[config.mk]
export PLATFORM = sky130hd
export DESIGN_NAME = de_pipe_reg
export DESIGN_NICKNAME = d
export VERILOG_FILES = /design/src/rtl/de_pipe_reg_pkg.sv /design/src/rtl/de_pipe_reg_hazard_cmp.sv /design/src/rtl/de_pipe_reg.sv
export SDC_FILE = /design/constraint.sdc
export NUM_CORES = 1
export LEC_CHECK = 0
export ABC_AREA = 1
export CAP_MARGIN = 40
export CORE_AREA = 3 3 146 148
export DETAILED_ROUTE_END_ITERATION = 12
export DIE_AREA = 0 0 149 151
export GPL_TIMING_DRIVEN = 0
export PLACE_DENSITY = 0.78
export SYNTH_ARGS = -nofsm -noshare
export SYNTH_HDL_FRONTEND = slang
export SYNTH_SLANG_ARGS = --single-unit
[constraint.sdc]
create_clock -name clk -period 16.2 [get_ports clk]
set_clock_uncertainty 0.2 [all_clocks]
set_input_delay 3.24 -clock clk [delete_from_list [all_inputs] [get_ports clk]]
set_output_delay 3.24 -clock clk [all_outputs]
set_load 0.02 [all_outputs]
[src/rtl/de_pipe_reg_pkg.sv]
// -----------------------------------------------------------------------------
// de_pipe_reg_pkg
//   Shared definitions for the D-to-E pipeline register and its stall detector:
//   opcode/funct constants used by the decoder, Tuse/Tnew encodings, the nop
//   word, the default reset PC, the E-stage payload record and field helpers.
// -----------------------------------------------------------------------------
package de_pipe_reg_pkg;

   // Primary opcodes (Instr[31:26])
   localparam logic [5:0] OP_SPECIAL = 6'b000000;
   localparam logic [5:0] OP_BEQ     = 6'b000100;
   localparam logic [5:0] OP_ORI     = 6'b001101;
   localparam logic [5:0] OP_LUI     = 6'b001111;
   localparam logic [5:0] OP_LW      = 6'b100011;
   localparam logic [5:0] OP_SW      = 6'b101011;
   localparam logic [5:0] OP_JAL     = 6'b000011;

   // Function codes for OP_SPECIAL (Instr[5:0])
   localparam logic [5:0] FN_ADD     = 6'b100000;
   localparam logic [5:0] FN_ADDU    = 6'b100001;
   localparam logic [5:0] FN_SUBU    = 6'b100011;
   localparam logic [5:0] FN_JR      = 6'b001000;

   // Tuse value meaning "operand not read by this instruction"
   localparam logic [1:0] T_USE_NONE = 2'd3;

   // Bubble instruction word (sll $0,$0,0)
   localparam logic [31:0] NOP_INSTR = 32'h0000_0000;

   // Default PC loaded on reset and on bubble insertion
   localparam logic [31:0] RESET_PC  = 32'h0000_3000;

   // Index of each of the four hazard checks in the hit vector
   typedef enum logic [1:0] {
      HZ_RS_E = 2'd0,
      HZ_RT_E = 2'd1,
      HZ_RS_M = 2'd2,
      HZ_RT_M = 2'd3
   } hz_idx_e;

   localparam int unsigned HZ_COUNT = 4;

   // Payload carried from D into E
   typedef struct packed {
      logic [31:0] instr;
      logic [31:0] pc;
      logic [31:0] rd1;
      logic [31:0] rd2;
      logic [31:0] ext;
   } payload_t;

   function automatic logic [4:0] instr_rs(input logic [31:0] instr);
      return instr[25:21];
   endfunction

   function automatic logic [4:0] instr_rt(input logic [31:0] instr);
      return instr[20:16];
   endfunction

endpackage

[src/rtl/de_pipe_reg_hazard_cmp.sv]
// -----------------------------------------------------------------------------
// hazard_cmp
//   One source-register x one pipeline-stage Tuse/Tnew hazard check.
//   Ports:
//     addr_i     source register read by the D-stage instruction
//     tuse_i     cycles until D needs that source (3 = not used)
//     wreg_i     destination register of the older instruction
//     regwrite_i write enable of the older instruction
//     tnew_i     cycles until the older instruction's result is available
//     hit_o      high when the dependency cannot be resolved by forwarding
// -----------------------------------------------------------------------------
module hazard_cmp
   import de_pipe_reg_pkg::*;
(
   input  logic [4:0] addr_i,
   input  logic [1:0] tuse_i,
   input  logic [4:0] wreg_i,
   input  logic       regwrite_i,
   input  logic [1:0] tnew_i,
   output logic       hit_o
);

   logic addr_match;
   logic too_early;

   // $0 is hard-wired; a write to it never produces a real dependency.
   assign addr_match = regwrite_i && (addr_i == wreg_i) && (addr_i != 5'd0);

   // Tnew never exceeds 2, so T_USE_NONE can never satisfy this.
   assign too_early  = (tuse_i < tnew_i);

   assign hit_o = addr_match && too_early;

endmodule

[src/rtl/de_pipe_reg.sv]
// -----------------------------------------------------------------------------
// de_pipe_reg
//   D-to-E pipeline register with the pipeline stall detector. Each cycle the
//   D payload moves into E, or a bubble (nop, PC = RESET_PC) is inserted when a
//   Tuse/Tnew hazard against E or M cannot be forwarded. Also keeps a count of
//   stall cycles since reset.
//   Parameters:
//     RESET_PC   PC_E value on reset and bubble
//     CNT_W      implemented width of the stall counter (1..32); the counter
//                wraps at 2^CNT_W and is zero-extended onto stall_cnt
//   Ports:
//     clk, reset                   clock, asynchronous active-high reset
//     Instr_D, PC_D, RD1_D, RD2_D, Ext_D   D-stage payload
//     Tuse_rs, Tuse_rt             D-stage operand use times
//     WriteReg_E/RegWrite_E/T_new_E  destination info of the E instruction
//     WriteReg_M/RegWrite_M/T_new_M  destination info of the M instruction
//     stall                        combinational freeze for PC and F/D
//     Instr_E, PC_E, RD1_E, RD2_E, Ext_E  registered E-stage payload
//     stall_cnt                    stall cycles since reset
// -----------------------------------------------------------------------------
module de_pipe_reg #(
   parameter logic [31:0]  RESET_PC = de_pipe_reg_pkg::RESET_PC,
   parameter int unsigned  CNT_W    = 32
) (
   input  logic        clk,
   input  logic        reset,
   input  logic [31:0] Instr_D,
   input  logic [31:0] PC_D,
   input  logic [31:0] RD1_D,
   input  logic [31:0] RD2_D,
   input  logic [31:0] Ext_D,
   input  logic [1:0]  Tuse_rs,
   input  logic [1:0]  Tuse_rt,
   input  logic [4:0]  WriteReg_E,
   input  logic        RegWrite_E,
   input  logic [1:0]  T_new_E,
   input  logic [4:0]  WriteReg_M,
   input  logic        RegWrite_M,
   input  logic [1:0]  T_new_M,
   output logic        stall,
   output logic [31:0] Instr_E,
   output logic [31:0] PC_E,
   output logic [31:0] RD1_E,
   output logic [31:0] RD2_E,
   output logic [31:0] Ext_E,
   output logic [31:0] stall_cnt
);

   import de_pipe_reg_pkg::*;

   logic [4:0]          rs;
   logic [4:0]          rt;
   logic [HZ_COUNT-1:0] hit;

   payload_t            pay_d;
   payload_t            pay_q;
   payload_t            d_in;
   payload_t            bubble;

   logic [CNT_W-1:0]    cnt_d;
   logic [CNT_W-1:0]    cnt_q;

   assign rs = instr_rs(Instr_D);
   assign rt = instr_rt(Instr_D);

   // ---------------------------------------------------------------------
   // Hazard checks: {rs, rt} x {E, M}
   // ---------------------------------------------------------------------
   hazard_cmp u_hz_rs_e (
      .addr_i     (rs),
      .tuse_i     (Tuse_rs),
      .wreg_i     (WriteReg_E),
      .regwrite_i (RegWrite_E),
      .tnew_i     (T_new_E),
      .hit_o      (hit[HZ_RS_E])
   );

   hazard_cmp u_hz_rt_e (
      .addr_i     (rt),
      .tuse_i     (Tuse_rt),
      .wreg_i     (WriteReg_E),
      .regwrite_i (RegWrite_E),
      .tnew_i     (T_new_E),
      .hit_o      (hit[HZ_RT_E])
   );

   hazard_cmp u_hz_rs_m (
      .addr_i     (rs),
      .tuse_i     (Tuse_rs),
      .wreg_i     (WriteReg_M),
      .regwrite_i (RegWrite_M),
      .tnew_i     (T_new_M),
      .hit_o      (hit[HZ_RS_M])
   );

   hazard_cmp u_hz_rt_m (
      .addr_i     (rt),
      .tuse_i     (Tuse_rt),
      .wreg_i     (WriteReg_M),
      .regwrite_i (RegWrite_M),
      .tnew_i     (T_new_M),
      .hit_o      (hit[HZ_RT_M])
   );

   // Any number of simultaneous hits is still one stall cycle.
   assign stall = |hit;

   // ---------------------------------------------------------------------
   // Next-state for the E payload and the stall counter
   // ---------------------------------------------------------------------
   always_comb begin
      d_in       = '0;
      d_in.instr = Instr_D;
      d_in.pc    = PC_D;
      d_in.rd1   = RD1_D;
      d_in.rd2   = RD2_D;
      d_in.ext   = Ext_D;

      bubble       = '0;
      bubble.instr = NOP_INSTR;
      bubble.pc    = RESET_PC;

      pay_d = stall ? bubble : d_in;
   end

   // Natural modulo-2^CNT_W wrap, no overflow flag.
   always_comb begin
      cnt_d = cnt_q;
      if (stall) begin
         cnt_d = cnt_q + CNT_W'(1);
      end
   end

   // ---------------------------------------------------------------------
   // Registers
   // ---------------------------------------------------------------------
   always_ff @(posedge clk or posedge reset) begin
      if (reset) begin
         pay_q       <= '0;
         pay_q.instr <= NOP_INSTR;
         pay_q.pc    <= RESET_PC;
         cnt_q       <= '0;
      end else begin
         pay_q <= pay_d;
         cnt_q <= cnt_d;
      end
   end

   assign Instr_E   = pay_q.instr;
   assign PC_E      = pay_q.pc;
   assign RD1_E     = pay_q.rd1;
   assign RD2_E     = pay_q.rd2;
   assign Ext_E     = pay_q.ext;
   assign stall_cnt = 32'(cnt_q);

endmodule
=== After elaboration in Yosys (flattened, before gate mapping) ===
Index checks and enable logic that the tools add are counted.

* Bits of input ports: 182
* Logic and storage cells: 31
* Register bits: 192

* Equality and inequality tests: 4
* Add/sub/neg operators: 1
* Reductions and logical operators: 15
* Muxes and demuxes: 1
* Order comparisons: 4

{| class="wikitable"
|+ Operator list
! kind !! count
|-
| 160-bit 2-to-1 mux || 1
|-
| 32-bit by 1-bit adder with 32-bit output, second input constant || 1
|-
| 5-bit equality test || 4
|-
| 1-bit logical AND || 12
|-
| 5-bit nonzero test || 2
|-
| 2-bit < comparator || 4
|-
| 4-bit OR reduction || 1
|}

=== Depth between registers and ports, before layout ===
Gate-level depths: netlist (run 1).

* Depth after elaboration: 6
* Depth in mapped cells: 14

=== Modules after synthesis ===
Synthesis (run 1) repeated with hierarchy kept, for this count alone.

* Cells, all modules: 912
* Area, all modules: 7912.6 µm²

{| class="wikitable"
|+ Modules (own cells, without submodules)
! module !! times used !! seq. area each (µm²) !! area an instance (µm²) !! cells an instance
|-
| de_pipe_reg || 1 || 4807.1 || 7262.0 || 764
|-
| hazard_cmp || 4 || 0.0 || 162.7 || 37
|}

=== Worst setup path after synthesis (run 1) ===
OpenSTA, ideal clock, no wires.

* Path type: in2out
* From: in T_new_M[1]
* To: out stall
* Path buffers: 2
* Required time: 12.760 ns
* Setup slack: 8.404 ns
* Arrival: 4.356 ns
* Cell stages on the path: 11
* Cell sequence: inv_1 -> ha_1 -> o21ai_0 -> nand2_1 -> nor2_1 -> nand3_1 -> nand2_1 -> nand2_2 -> nand2_2 -> buf_6 -> buf_2

* Cells in the longest elaborated chain, start to end: 3
* Elaborated cells on any way between the ends: 5
* Those cells by class: order compare (2); reduce/logical (3)

{| class="wikitable"
|+ RTL lines
! element !! RTL line !! source
|-
| from (decl) || de_pipe_reg.sv:39 || <nowiki>input logic [1:0] T_new_M,</nowiki>
|-
| 2-bit < comparator || de_pipe_reg_hazard_cmp.sv:30 || <nowiki>assign too_early = (tuse_i < tnew_i);</nowiki>
|-
| 1-bit logical AND || de_pipe_reg_hazard_cmp.sv:32 || <nowiki>assign hit_o = addr_match && too_early;</nowiki>
|-
| 4-bit OR reduction * || de_pipe_reg.sv:106 || <nowiki>assign stall = |hit;</nowiki>
|-
| to (decl) || de_pipe_reg.sv:40 || <nowiki>output logic stall,</nowiki>
|}

Mark *: on every way between the ends. The rest lies on a longest branch, timed or not.

=== Worst setup path in the final report (run 1) ===
Ends and elaborated chain as after synthesis.

==> impl_metrics.tcl, run 1 <==
set metrics [dict create \
    clock_latency_ns 0.44 \
    grt_antenna_before_repair 0 \
    cts_tree "done" \
    dieArea_mm2 0.02250 \
    slew_headroom 0.4248 \
    synth.distinct_cells 25 \
    clkSinkCount 192 \
    yosysSeqAreaShare 0.6126 \
    outcome "finished, final reports clean" \
    grt_pass1_vias 6893 \
    final_nets 1489 \
    ant_nets 0 \
    p_leak_nw 6.179 \
    power.density_mw_per_mm2 92.51 \
    critPathRequiredTime_ns 12.76 \
    rows 52 \
    die_w_um 149 \
    fmax_mhz 108.9 \
    place_congestion 0.9513 \
    finalCriticalPeriod_ns 9.182 \
    routed_via_density 4.362 \
    cp_top_family "buffers and inverters" \
    coreArea_mm2 0.02017 \
    initial_core_util 0.3891 \
    port-buffer-count 374 \
    fin_cells 1585 \
    dr.pass1.iters 5 \
    cp.arrival_ns 5.74 \
    synth_warnings 0 \
    holdCritPathClass "register to register" \
    clock_path_buffers 2 \
    drtIter0Drc 359 \
    cts_setup_buffers 0 \
    h-tree-depth 4 \
    hold_buffers 0 \
    crit_fanout 10 \
    via_count 6914 \
    insertedDiodeCount 0 \
    cap_violations 0 \
    hpwl_mm 20.17 \
    max_stage_delay_ns 0.64 \
    final_common_cell "clkdlybuf4s50_1" \
    io_pins 375 \
    synth_fp_nets 1095 \
    rsz0062_at_grt "no" \
    grt_max_degree 124 \
    critPathBufInv 5 \
    end_kind "output port" \
    cp-start-kind "input pin" \
    avgRoutedWirePerCell_um 16.20 \
    fin_crit_sh 0.5668 \
    synth.avg_cell_area_um2 8.643 \
    tightest_slew_ns 0.8550 \
    ir_drop_v 0.00006810 \
    syn_inst 908 \
    place_ws_ns 7.045 \
    slowest_stage "clkdlybuf4s50_1" \
    clk_pin_slew_worst_paths_ns 0.07 \
    setup_ws_ns 7.018 \
    dp_cells 1553 \
    drc 0 \
    ys_ff_latch 192 \
    holdWs_ns 0.3919 \
    critPathKind "input pin to output port" \
    die_h_um 151 \
    cts_buffers 17 \
    crit_path_cell_trace "clkdlybuf4s50_1 -> inv_1 -> ha_1 -> o21ai_0 -> nand2_1 -> nor2_1 -> nand3_1 -> nand2_1 -> nand2_2 -> nand2_2 -> buf_6 -> buf_2 -> clkdlybuf4s50_1" \
    setup_viol 0 \
    layout_common_cells "clkdlybuf4s50_1 (374), nor2_1 (204), inv_1 (191)" \
    hold_violations 0 \
    finalWirelength_mm 25.67 \
    grt_pass1_wl_mm 38.22 \
    drive_gt1_frac 0.05019 \
    cts_resized 0 \
    syn_area_mm2 0.007848 \
    overflow 0 \
    syn_to_final_growth_pct 60.01 \
    grtUsageTotal 0.2235 \
    cts_root_buffer "clkbuf_16" \
    tns_ns 0 \
    slew_violations 0 \
]
==> sequential cells by signal (all words and copies together), names as in the netlist <==
register   cells
Ext_E         32
Instr_E       32
PC_E          32
RD1_E         32
RD2_E         32
stall_cnt     32
==> worst reg2reg max path, delay by kind of cell (launching register included) <==
| kind | cells | cell delay, ns |
|---|---|---|
| flip-flops | 1 | 0.46 |
| buffers and inverters | 1 | 0.05 |
| AND/OR/NAND/NOR | 6 | 1.12 |
| adder cells (fa/ha/maj) | 1 | 0.25 |
==> routing by layer <==
metal	routed length, um	part of all wire	track usage
met1	9333	0.36	0.2480
met5	0	0	0
met4	550	0.021	0.06911
met2	13910	0.54	0.4191
met3	1874	0.073	0.05745
==> cells in the mapped netlist <==
| cell | n | share of area |
|---|---|---|
| nor2_1 | 204 | 0.098 |
| inv_1 | 192 | 0.092 |
| dfrtp_1 | 190 | 0.61 |
| nand2_1 | 168 | 0.080 |
| nand3_1 | 51 | 0.033 |
| buf_2 | 18 | 0.011 |
| xor2_1 | 18 | 0.020 |
| nor3_1 | 11 | 0.0070 |
| nand4_1 | 7 | 0.0056 |
| o21ai_0 | 7 | 0.0045 |
| xnor2_1 | 7 | 0.0078 |
| ha_1 | 5 | 0.0080 |
| a21oi_1 | 4 | 0.0026 |
| clkbuf_1 | 4 | 0.0019 |
| inv_2 | 4 | 0.0019 |
| nand2_2 | 4 | 0.0032 |
| nand3b_1 | 3 | 0.0029 |
| buf_1 | 2 | 0.00096 |
| buf_4 | 2 | 0.0019 |
| dfstp_2 | 2 | 0.0067 |
| buf_6 | 1 | 0.0014 |
| nor2_2 | 1 | 0.00080 |
| nor2_4 | 1 | 0.0014 |
| nor3b_1 | 1 | 0.00096 |
| nor4_1 | 1 | 0.00080 |
==> power by group <==
| part | internal, mW | total [mW] | switching, mW |
|---|---|---|---|
| combinational | 0.112 | 0.222 | 0.110 |
| clock | 0.209 | 0.415 | 0.207 |
| sequential | 0.511 | 0.524 | 0.0135 |
| total | 0.831 | 1.16 | 0.330 |
==> cell families after synthesis <==
family	synth area share
simple gates	0.2331
buf+inv	0.1114
flops	0.6126
xor+xnor	0.02790
compound gates	0.007015
fa+ha+maj	0.007972
==> metrics by stage <==
stage | power [mW] | instance area, um^2 | util
final | 1.162 | 12560 | 0.6226
after CTS | 1.173 | 12560 | 0.6226
after detailed placement | 0.7576 | 11960 | 0.5932
after global routing | 1.211 | 12560 | 0.6226
after global placement | 0.7523 | 11930 | 0.5914
after floorplan | 0.6238 | 7848 | -
==> area by class of cell <==
type | instances | area, um^2
Buffer | 27 | 138.9
Clock buffer | 18 | 429.2
Clock inverter | 14 | 163.9
Fill cell | 1727 | 7612
Inverter | 196 | 743.2
Multi-Input combinational cell | 493 | 2166
Sequential cell | 192 | 4807
Tap cell | 270 | 337.8
Timing Repair Buffer | 375 | 3771
==> worst paths after layout <==
path | end | startpoint | slack, ns | cells after the start
max in group asynchronous | RD2_E[31] | reset | 11.75 | 3
min in group asynchronous | Instr_E[23] | reset | 3.05 | 2
worst min-delay path | stall_cnt[24] | stall_cnt[24] | 0.39 | 2
worst max register to register | stall_cnt[26] | stall_cnt[0] | 14.02 | 8
worst max-delay path | stall | T_new_M[1] | 7.02 | 13
worst min register to register | stall_cnt[24] | stall_cnt[24] | 0.39 | 2
Power figures use the tool's default switching activity.
==> inputs of run 2 (changes only) <==
CORE_AREA = not set   (was 3 3 146 148)
CORE_MARGIN = 3   (was not set)
CORE_UTILIZATION = 41   (was not set)
DIE_AREA = not set   (was 0 0 149 151)
PLACE_DENSITY = 0.82   (was 0.78)
clock period = 8.75 ns   (was 16.2 ns; I/O delays follow)
==> impl_metrics.tcl, run 2 (synthesis gave the netlist of run 1 again) <==
set metrics [dict create \
    cts_buffers 17 \
    crit_path_cell_trace "clkdlybuf4s50_1 -> inv_1 -> ha_1 -> nand2_1 -> nand2_1 -> nor2_1 -> nand3_1 -> nand2_1 -> nand2_2 -> nand2_2 -> buf_6 -> buf_2 -> clkdlybuf4s50_1" \
    setup_viol 0 \
    crit_fanout 10 \
    place_congestion 0.9316 \
    cts_resized 0 \
    slew_headroom 0.4358 \
    cpMostUsedCell "nand2_1" \
    ir_drop_v 0.0001265 \
    clk_pin_slew_worst_paths_ns 0.08 \
    critPathRequiredTime_ns 6.80 \
    cp.arrival_ns 4.20 \
    slowest_stage "clkdlybuf4s50_1" \
    cts_tree "done" \
    cap_violations 0 \
    drtIter0Drc 390 \
    drive_gt1_frac 0.05019 \
    dp_cells 1512 \
    finalCriticalPeriod_ns 6.149 \
    hp-start "stall_cnt[31]" \
    dieArea_mm2 0.02084 \
    utilization 0.6802 \
    syn_to_final_growth_pct 59.42 \
    clock_latency_ns 0.42 \
    io_pins 375 \
    coreArea_mm2 0.01839 \
    multiInputGateArea_mm2 0.002166 \
    power.density_mw_per_mm2 173.3 \
    grtUsageMet2 0.4260 \
    grt-busiest-layer "met2" \
    overflow 0 \
    hold_violations 0 \
    routed_via_density 4.502 \
    layout_common_cells "clkdlybuf4s50_1 (374), nor2_1 (204), inv_1 (191)" \
    die_w_um 144.4 \
    hpwl_mm 20.60 \
    hold_buffers 0 \
    h-tree-depth 4 \
    clkSinkCount 192 \
    final_nets 1489 \
    drc 0 \
    fin_crit_sh 0.7027 \
    rows 49 \
    holdWs_ns 0.3661 \
    grt_antenna_before_repair 0 \
    cts_root_buffer "clkbuf_16" \
    grt_max_degree 108 \
    die_h_um 144.4 \
    seq_area_mm2 0.004807 \
    n_fill_cell 1437 \
    critPathKind "input pin to output port" \
    finalPower_mw 2.169 \
    final_common_cell "clkdlybuf4s50_1" \
    outcome "finished, final reports clean" \
    slew_violations 0 \
    crit_path_start "T_new_M[1]" \
    cp-start-kind "input pin" \
    grtUsageTotal 0.2466 \
    initial_core_util 0.4267 \
    met1_usage 0.2962 \
    reg2reg_from "stall_cnt[0]" \
    dr.pass1.iters 5 \
    holdCritPathClass "register to register" \
    fmax_mhz 162.6 \
    via_count 6955 \
    fin_cells 1545 \
    finalWirelength_mm 26.23 \
    clock_path_buffers 2 \
    p_leak_nw 6.181 \
    grt_pass1_wl_mm 38.44 \
    grt_pass1_vias 6883 \
    cts_setup_buffers 0 \
    avgRoutedWirePerCell_um 16.98 \
    tightest_slew_ns 0.8386 \
    port-buffer-count 374 \
    ant_nets 0 \
    rsz0062_at_grt "no" \
    grt_use_met3 0.06118 \
    max_stage_delay_ns 0.65 \
    end_kind "output port" \
]
run 2: changes by cell type in the layout (fill, tap and decap cells not counted), sizes merged:
| cell | delta |
|---|---|
| bufinv | +1 |
| clkinv | -1 |
| diode | +1 |
run 2: power by group:
part           switching [mW]  internal (mW)
Combinational           0.207          0.207
Sequential             0.0259          0.946
Clock                   0.373          0.409
run 2: cell type report:
cell class	count	area share
inverter	196	0.05941
multi-input combinational	493	0.1731
antenna	1	0.0002000
tap	229	0.02290
clock inverter	14	0.01330
sequential	192	0.3842
buffer	27	0.01110
timing repair buffer	375	0.3014
clock buffer	18	0.03430
run 2: layer usage:
metal,share of wire,vias to the layer above,routed length [um]
li1,-,3414,-
met1,0.39,3197,10130
met2,0.51,292,13290
met3,0.072,52,1886
met4,0.035,0,923
met5,0,-,0
run 2: worst max-delay path, delay by kind of cell:
family | cells | cell delay [ns]
buf+inv | 5 | 1.59
simple gates | 7 | 0.60
fa+ha+maj | 1 | 0.26
run 2: worst paths after layout:
kind,slack (ns),cells past startpoint,endpoint
min in group asynchronous,1.59,2,Instr_E[14]
max in group asynchronous,5.79,3,PC_E[13]
worst max register to register,6.58,10,stall_cnt[30]
worst min register to register,0.37,2,stall_cnt[31]
worst min-delay path,0.37,2,stall_cnt[31]
worst max-delay path,2.60,13,stall
run 2: metrics by stage:
step	setup TNS (ns)	instance area, um^2	setup slack (ns)
final	0	12510	2.601
after detailed placement	0	11910	2.610
after global placement	-165.85	11880	-0.8901
after CTS	0	12510	2.584
after floorplan	0	7848	1.576
after global routing	0	12510	2.401
==> inputs of run 3 (changes only) <==
CORE_UTILIZATION = 37   (was 41)
PLACE_DENSITY = 0.78   (was 0.82)
clock period = 5.4 ns   (was 8.75 ns; I/O delays follow)
==> impl_metrics.tcl, run 3 (synthesis gave the netlist of run 1 again) <==
set metrics [dict create \
    grtUsageTotal 0.2294 \
    clock_latency_ns 0.43 \
    cp-start-kind "input pin" \
    place_ws_ns 0.5368 \
    setup_viol 0 \
    met1_usage 0.2883 \
    ant_nets 0 \
    n_fill_cell 1743 \
    routed_via_density 4.424 \
    rows 52 \
    final_common_cell "clkdlybuf4s50_1" \
    fmax_mhz 205.1 \
    end_kind "output port" \
    grt-busiest-layer "met2" \
    cts_resized 0 \
    worstRegToRegCells 10 \
    grt_max_degree 40 \
    slew_headroom 0.4889 \
    switching_share 0.2834 \
    avgRoutedWirePerCell_um 16.69 \
    ir_drop_v 0.0001930 \
    critPathRequiredTime_ns 4.12 \
    grt_use_met3 0.05860 \
    p_leak_nw 6.236 \
    die_h_um 151.6 \
    drtIter0Drc 419 \
    place_congestion 0.9014 \
    hold_buffers 0 \
    final_nets 1493 \
    setup_ws_ns 0.5244 \
    netSwitchingPower_mw 1.029 \
    grtUsageMet2 0.3965 \
    cap_violations 0 \
    finalCriticalPeriod_ns 4.876 \
    power.clock.fraction 0.379 \
    cp.arrival_ns 3.60 \
    slew_violations 0 \
    hold_depth 2 \
    fin_crit_sh 0.9029 \
    pwr-share-comb 0.187 \
    syn_to_final_growth_pct 61.77 \
    port-buffer-count 374 \
    tns_ns 0 \
    reg2reg_from "stall_cnt[0]" \
    cts_buffers 17 \
    hpwl_mm 21.20 \
    coreArea_mm2 0.02056 \
    clkSinkCount 192 \
    clk_pin_slew_worst_paths_ns 0.08 \
    dieArea_mm2 0.02299 \
    hp-start "stall_cnt[31]" \
    cts_root_buffer "clkbuf_16" \
    power.density_mw_per_mm2 285.9 \
    via_count 7034 \
    holdCritPathClass "register to register" \
    tightest_slew_ns 0.7596 \
    overflow 0 \
    h-tree-depth 4 \
    p_seq_frac 0.434 \
    initial_core_util 0.3817 \
    dp_cells 1557 \
    hold_violations 0 \
    r2r-end "stall_cnt[30]" \
    grt_pass1_vias 6872 \
    drive_gt1_frac 0.05383 \
    cts_tree "done" \
    dr.pass1.iters 6 \
    critPathKind "input pin to output port" \
    fin_cells 1590 \
    die_w_um 151.6 \
    clock_path_buffers 2 \
    drc 0 \
    crit_fanout 10 \
    holdPathEnd "stall_cnt[31]" \
    outcome "finished, final reports clean" \
    rrSetupSlack_ns 3.23 \
    layout_common_cells "clkdlybuf4s50_1 (374), nor2_1 (204), inv_1 (191)" \
    grt_pass1_wl_mm 39.83 \
    cts_setup_buffers 0 \
    internal-power_mw 2.600 \
    finalWirelength_mm 26.54 \
    io_pins 375 \
    rsz0062_at_grt "no" \
    grt_antenna_before_repair 1 \
]
==> run 3: stage by stage <==
| step | power [mW] | util | hold WS [ns] | area, um^2 |
|---|---|---|---|---|
| finish | 3.629 | 0.6175 | 0.3762 | 12690 |
| global route | 3.782 | 0.6175 | 0.4085 | 12690 |
| CTS | 3.662 | 0.6173 | 0.3804 | 12690 |
| detailed placement | 2.285 | 0.5853 | 0.3609 | 12030 |
| global placement | 2.258 | 0.5804 | 0.3545 | 11930 |
| floorplan | 1.872 | - | 0.4484 | 7851 |
==> run 3: power groups by stage <==
stage                     clock (mW)  combinational, mW  sequential (mW)
after CTS                       1.40              0.684             1.57
after global placement             0              0.660             1.60
after detailed placement           0              0.682             1.60
after floorplan                    0              0.147             1.72
after global routing            1.47              0.728             1.58
final                           1.38              0.679             1.57
==> run 3: worst max-delay path by stage <==
stage	from	to	slack [ns]	cells after the start
6_report	T_new_M[1]	stall	0.52	13
5_1_grt	T_new_M[1]	stall	0.25	13
4_1_cts	T_new_M[1]	stall	0.53	13
3_5_place_dp	T_new_M[1]	stall	0.54	13
3_3_place_gp	reset	Ext_E[21]	0.13	2
2_1_floorplan	reset	Ext_E[0]	1.65	1
==> run 3: worst max-delay path, stage by stage <==
cell             delay (ns)
clkdlybuf4s50_1        0.46
inv_1                  0.06
ha_1                   0.25
o21ai_0                0.08
nand2_1                0.09
nor2_1                 0.08
nand3_1                0.08
nand2_1                0.10
nand2_2                0.13
nand2_2                0.12
buf_6                  0.16
buf_2                  0.25
clkdlybuf4s50_1        0.65
==> run 3: cell type report <==
| type | instances | area [um^2] | area share |
|---|---|---|---|
| repair buffers | 379 | 3844 | 0.3028 |
| diodes | 1 | 2.502 | 0.0001971 |
| clock buffers | 17 | 425.4 | 0.03351 |
| multi-input cells | 493 | 2166 | 0.1706 |
| well taps | 270 | 337.8 | 0.02661 |
| clock inverters | 15 | 234.0 | 0.01843 |
| plain buffers | 27 | 138.9 | 0.01094 |
| inverters | 196 | 739.5 | 0.05825 |
| flip-flops and latches | 192 | 4807 | 0.3787 |
==> run 3: metal layers <==
| layer | up-vias | wire, um |
|---|---|---|
| met1 | 3302 | 10700 |
| met2 | 276 | 13450 |
| met4 | 0 | 369 |
| li1 | 3433 | - |
| met3 | 23 | 2017 |
| met5 | - | 0 |
